$ cat src/rtl/spk_in.sv
// spk_in: node-side receive endpoint of the credit-based NoC flit link.
// Incoming flits are buffered in a 2^B-entry FIFO. One credit goes back
// upstream for every flit that is dequeued. Each flit is then routed by its
// type field: SPIKE flits go to the dendrite, and DATA/DATA_END/WRITE/READ
// flits go to the config controller.
// Optional feature: define SPK_IN_STAT_EN to build the spike and drop
// statistics counters. When it is undefined, both counter ports read 0.
module spk_in #(
    parameter int B   = 4,
    parameter int FW  = 59,
    parameter int FTW = 3,
    parameter int SW  = 24
) (
    input  logic           clk_spk_in,
    input  logic           rst,
    input  logic           flit_in_wr,
    input  logic [FW-1:0]  flit_in,
    output logic           credit_out,
    output logic           spk_in_valid,
    output logic [SW-1:0]  spk_in_neuid,
    input  logic           spk_in_ready,
    output logic           config_in_valid,
    output logic [FTW-1:0] config_in_type,
    output logic [FW-1:0]  config_in_data,
    output logic           config_in_last,
    input  logic           config_in_ready,
    output logic           spk_in_overflow,
    output logic [15:0]    spk_in_spk_cnt,
    output logic [15:0]    spk_in_drop_cnt
);

    localparam int         DEPTH    = 1 << B;
    localparam logic [B:0] FULL_CNT = (B+1)'(DEPTH);

    localparam logic [FTW-1:0] T_SPIKE    = FTW'(3'b000);
    localparam logic [FTW-1:0] T_DATA     = FTW'(3'b001);
    localparam logic [FTW-1:0] T_DATA_END = FTW'(3'b010);
    localparam logic [FTW-1:0] T_WRITE    = FTW'(3'b110);
    localparam logic [FTW-1:0] T_READ     = FTW'(3'b111);

    typedef enum logic [1:0] {
        S_IDLE,
        S_LOAD,
        S_SPK,
        S_CFG
    } state_t;

    // Any type outside the five defined codes is discarded after the pop.
    function automatic logic type_known(input logic [FTW-1:0] t);
        case (t)
            T_SPIKE, T_DATA, T_DATA_END, T_WRITE, T_READ: type_known = 1'b1;
            default:                                      type_known = 1'b0;
        endcase
    endfunction

    // ---------------------------------------------------------------- FIFO
    logic [FW-1:0] mem [DEPTH];
    logic [B-1:0]  wptr_q, wptr_d;
    logic [B-1:0]  rptr_q, rptr_d;
    logic [B:0]    cnt_q, cnt_d;
    logic [FW-1:0] rdata_q;
    logic          credit_q;
    logic          ovf_q;

    state_t        state_q;
    logic [FW-1:0] flit_q;
    logic          spk_vld_q;
    logic          cfg_vld_q;
    logic          last_q;

    logic          fifo_empty;
    logic          fifo_full;
    logic          pop;
    logic          push;
    logic          ovf_drop;
    logic [FTW-1:0] rd_type;

    // FIFO control. A push into a full FIFO is accepted only when the same
    // cycle pops, so stored data is never overwritten.
    always_comb begin
        fifo_empty = (cnt_q == '0);
        fifo_full  = (cnt_q == FULL_CNT);
        pop        = (state_q == S_IDLE) && !fifo_empty;
        push       = flit_in_wr && (!fifo_full || pop);
        ovf_drop   = flit_in_wr && fifo_full && !pop;
        wptr_d     = push ? wptr_q + 1'b1 : wptr_q;
        rptr_d     = pop  ? rptr_q + 1'b1 : rptr_q;
        cnt_d      = cnt_q + (B+1)'(push) - (B+1)'(pop);
        rd_type    = rdata_q[FW-1 -: FTW];
    end

    // Storage array. It has no reset: the pointers define which entries are live.
    always_ff @(posedge clk_spk_in) begin
        if (push) begin
            mem[wptr_q] <= flit_in;
        end
    end

    // Pointers, registered read port, credit pulse and sticky overflow flag.
    always_ff @(posedge clk_spk_in or posedge rst) begin
        if (rst) begin
            wptr_q   <= '0;
            rptr_q   <= '0;
            cnt_q    <= '0;
            rdata_q  <= '0;
            credit_q <= 1'b0;
            ovf_q    <= 1'b0;
        end else begin
            wptr_q   <= wptr_d;
            rptr_q   <= rptr_d;
            cnt_q    <= cnt_d;
            credit_q <= pop;
            ovf_q    <= ovf_q | ovf_drop;
            if (pop) begin
                rdata_q <= mem[rptr_q];
            end
        end
    end

    // ----------------------------------------------------------------- FSM
    // Dequeue, decode and present one flit at a time. Valid flags and the
    // presented flit are held in registers, so the data cannot change while
    // valid is high.
    always_ff @(posedge clk_spk_in or posedge rst) begin
        if (rst) begin
            state_q   <= S_IDLE;
            flit_q    <= '0;
            spk_vld_q <= 1'b0;
            cfg_vld_q <= 1'b0;
            last_q    <= 1'b0;
        end else begin
            case (state_q)
                S_IDLE: begin
                    if (pop) begin
                        state_q <= S_LOAD;
                    end
                end
                S_LOAD: begin
                    flit_q <= rdata_q;
                    last_q <= (rd_type == T_DATA_END);
                    if (rd_type == T_SPIKE) begin
                        spk_vld_q <= 1'b1;
                        state_q   <= S_SPK;
                    end else if (type_known(rd_type)) begin
                        cfg_vld_q <= 1'b1;
                        state_q   <= S_CFG;
                    end else begin
                        state_q   <= S_IDLE;
                    end
                end
                S_SPK: begin
                    if (spk_in_ready) begin
                        spk_vld_q <= 1'b0;
                        state_q   <= S_IDLE;
                    end
                end
                S_CFG: begin
                    if (config_in_ready) begin
                        cfg_vld_q <= 1'b0;
                        state_q   <= S_IDLE;
                    end
                end
                default: begin
                    spk_vld_q <= 1'b0;
                    cfg_vld_q <= 1'b0;
                    state_q   <= S_IDLE;
                end
            endcase
        end
    end

    assign credit_out      = credit_q;
    assign spk_in_overflow = ovf_q;
    assign spk_in_valid    = spk_vld_q;
    assign spk_in_neuid    = flit_q[SW-1:0];
    assign config_in_valid = cfg_vld_q;
    assign config_in_type  = flit_q[FW-1 -: FTW];
    assign config_in_data  = flit_q;
    assign config_in_last  = last_q;

    // ---------------------------------------------------------- statistics
`ifdef SPK_IN_STAT_EN
    logic [15:0] spk_cnt_q;
    logic [15:0] drop_cnt_q;
    logic        spk_acc;
    logic        unk_drop;

    // An overflow drop and an unknown-type discard can occur in the same
    // cycle. In that case, both are counted.
    always_comb begin
        spk_acc  = (state_q == S_SPK) && spk_in_ready;
        unk_drop = (state_q == S_LOAD) && !type_known(rd_type);
    end

    // Wrapping 16-bit counters.
    always_ff @(posedge clk_spk_in or posedge rst) begin
        if (rst) begin
            spk_cnt_q  <= '0;
            drop_cnt_q <= '0;
        end else begin
            spk_cnt_q  <= spk_cnt_q + 16'(spk_acc);
            drop_cnt_q <= drop_cnt_q + 16'(ovf_drop) + 16'(unk_drop);
        end
    end

    assign spk_in_spk_cnt  = spk_cnt_q;
    assign spk_in_drop_cnt = drop_cnt_q;
`else
    assign spk_in_spk_cnt  = 16'h0000;
    assign spk_in_drop_cnt = 16'h0000;
`endif

endmodule

$ cat config.mk
export PLATFORM = sky130hd
export DESIGN_NAME = spk_in
export DESIGN_NICKNAME = d
export VERILOG_FILES = /design/src/rtl/spk_in.sv
export SDC_FILE = /design/constraint.sdc
export NUM_CORES = 1
export LEC_CHECK = 0
export CAP_MARGIN = 20
export CORE_ASPECT_RATIO = 2
export CORE_MARGIN = 3
export CORE_UTILIZATION = 53
export CTS_CLUSTER_SIZE = 28
export DETAILED_ROUTE_END_ITERATION = 16
export MAX_ROUTING_LAYER = met4
export PLACE_DENSITY = 0.69
export SYNTH_ARGS = -nofsm -noshare
export SYNTH_HDL_FRONTEND = slang
export SYNTH_SLANG_ARGS = --single-unit
$ cat constraint.sdc
create_clock -name clk_spk_in -period 10.3 [get_ports clk_spk_in]
set_input_delay 3.09 -clock clk_spk_in [delete_from_list [all_inputs] [get_ports clk_spk_in]]
set_output_delay 3.09 -clock clk_spk_in [all_outputs]
set_load 0.02 [all_outputs]
==> qor.txt <==
Setup Fix Bufs, Post-CTS = 0
Slew HR = 25.5%
Max clock buf depth = 3
Clk pin slew, worst setup/hold paths = 0.07 ns
gr usage total = 23.6%
Warnings, synthesis = 0
sequential area share after synthesis = 77.2%
# fillers = 5427
leading cell type in the layout, fill and taps excluded = edfxtp_1
gpl congestion = 0.767
Setup Viol. Count Final = 0
Final Net Count = 2100
Final min period = 5.67 ns
CP Class = in2reg
period utilization = 55.1%
ranking of synthesized cells by area = edfxtp_1 69%, mux4_2 13%, dfrtp_1 8.4%
CP required = 10.59 ns
min-delay worst type = reg2reg
Largest stage delay, worst path = 0.86 ns
Reg2Reg Setup Slack = 6.50 ns
number of max-slew violations in the final report = 0
clock power share = 26.6%
Resized Gates After CTS = 0
Num Clock Sinks = 1082
Post-CTS Hold Fix Bufs = 0
P per Cell Area = 288 nW/um2
Worst EP arrival = 5.96 ns
Chip Width = 203 um
vias = 19100
Reg power frac = 43.6%
Post-Layout Cell Count = 3125
status = completed
area grow syn2layout = 13.1%
Root Driver = clkbuf_16
CTS H-tree depth = 3
synth unique cells = 38
clock skew = 0.0479 ns
internal power = 9280 uW
CP Launch Type = primary input
Slowest-stage cell, CP = nor2_4
CTS Buf Count = 89
Max IR drop VDD = 0.206 mV
Rows = 144
DRT antenna net count = 0
crit path capture type = flip-flop
initial antenna violation count = 4
# DRC = 0
worst skew pair latency = 0.70 ns
Sw Pwr = 4140 uW
largest area contributor in the netlist = edfxtp_1
most frequent cells in the layout = 944 x edfxtp_1, 236 x mux4_2, 154 x clkdlybuf4s50_1, 134 x dfrtp_1, 118 x mux2_2
Fin Setup TNS = 0 ns
CP Cell Sequence = clkdlybuf4s50_1 -> inv_1 -> a31oi_2 -> nand3_1 -> nor2_4 -> buf_4
Sw Ratio = 30.8%
Syn Std Cell Area = 41200 um2
layout cells sized above 1 = 26.4%
syn_area_per_cell = 21.9 um2
CTS tree = done
Die Y-Extent = 400 um
mean routed wirelength per cell = 29.2 um
CP max FO = 31
placed instance count = 2954
Fmax = 176 MHz
PortBufs = 154
number of global-route vias before repair = 20300
# IOs = 187
hpwl dp = 52500 um
#FFs+latches synth = 1082
DR pass1 iterations = 5
post-synth top area share = 68.8%
max-cap viol count = 0
cells after synthesis = 1886
die area = 81300 um2
grt ovf = 0
worst slew pin tran = 1.12 ns
Vias/cell = 6.10
global-route wire length before repair = 135000 um
core area = 77100 um2
part of the power in combinational logic = 29.8%
Starting Density = 53.4%
unrepaired setup endpoints after global routing = no
drt total wl = 91400 um
initial DRC count = 1646
Leakage = 0.0149 uW
total count of hold-check failures in the final report = 0
pin count of the biggest net entering global routing = 100
[cell usage after synthesis]
master / number
edfxtp_1: 944
mux4_2: 236
dfrtp_1: 138
mux2_2: 118
o22ai_1: 108
buf_4: 68
a21oi_1: 60
buf_2: 45
clkbuf_1: 31
nor2_1: 18
nand2_1: 14
inv_1: 13
buf_6: 12
ha_1: 11
nor3_1: 9
xnor2_1: 8
buf_1: 6
a311oi_1: 5
mux2i_1: 5
and3_1: 4
nand2b_1: 4
nor4_1: 4
o21ai_0: 4
nand3_1: 3
xor2_1: 3
inv_2: 2
or2_1: 2
a21o_1: 1
a31oi_2: 1
a41o_1: 1
conb_1: 1
fa_1: 1
nand2_4: 1
nand3_2: 1
nand4_1: 1
nor3b_1: 1
o211ai_1: 1
or4b_4: 1
[metrics by stage]
step	hold slack (ns)	area, um2	setup slack [ns]	util (%)	total power, uW
floorplan	0.481	41300	0.537	-	8680
global placement	0.474	43500	3.88	56.4	9900
detailed placement	0.465	43500	3.90	56.4	9990
CTS	0.479	46600	4.62	60.4	13600
global route	0.504	46600	4.49	60.5	14000
finish	0.473	46600	4.63	60.5	13400
[worst paths after layout]
check / from / to / cells past startpoint
hold / removal: spk_in_overflow / spk_in_overflow / 1
max in group asynchronous: rst / rdata_q[45] / 3
setup reg to reg: rptr_q[3] / rdata_q[45] / 6
setup / recovery: flit_in_wr / mem[13][9] / 6
hold reg to reg: spk_in_overflow / spk_in_overflow / 1
min in group asynchronous: rst / config_in_data[19] / 2
[power by group through the flow]
| stage | Combinational (uW) | Clock, uW | Sequential, uW |
|---|---|---|---|
| global route | 4250 | 3800 | 5920 |
| CTS | 4020 | 3640 | 5900 |
| detailed placement | 4000 | 0 | 5990 |
| global placement | 3950 | 0 | 5950 |
| finish | 4000 | 3570 | 5850 |
| floorplan | 2810 | 0 | 5870 |
[worst max-delay path: cells and delay by family]
| kind | cells | cell delay (ns) |
|---|---|---|
| and+or+nand+nor | 2 | 1.28 |
| buffers and inverters | 3 | 1.13 |
| AOI/OAI and AO/OA | 1 | 0.42 |
[flip-flops by register name, indices dropped and copies added (netlist names)]
name,flops
credit_out,1
rptr_q,4
mem,944
cnt_q,5
wptr_q,4
spk_in_overflow,1
config_in_last,1
rdata_q,59
state_q,2
config_in_valid,1
config_in_data,59
spk_in_valid,1
[area by class of cell]
cell class              instances  area (um2)  area share (%)
clock inverters                52         671            1.44
diodes                          3        7.51          0.0161
well taps                    1022        1280            2.74
multi-input cells             658        8580            18.4
clock buffers                 115        2430            5.22
repair buffers                178        1770            3.79
inverters                      15        66.3           0.142
flip-flops and latches       1082       31800            68.2
[kinds of logic (layout without fill, tap and decap cells)]
family | count (synthesis) | count (layout) | synth area share, %
AO/OA/AOI/OAI | 181 | 181 | 2.61
AND/OR/NAND/NOR | 63 | 63 | 0.768
multiplexers | 359 | 359 | 16.2
flip-flops | 1082 | 1082 | 77.2
XOR/XNOR | 11 | 11 | 0.234
other | 1 | 35 | 0.00910
buffers and inverters | 177 | 360 | 2.59
adder cells (fa/ha/maj) | 12 | 12 | 0.383
[layer usage]
| metal | track usage [%] | vias to the layer above | share of wire (%) |
|---|---|---|---|
| li1 | - | 7984 | - |
| met1 | 28.6 | 10300 | 37 |
| met2 | 40.6 | 658 | 54 |
| met3 | 3.48 | 151 | 5.4 |
| met4 | 8.42 | 0 | 3.6 |
| met5 | - | - | 0 |
No activity file was read; power rests on OpenSTA's default activity.
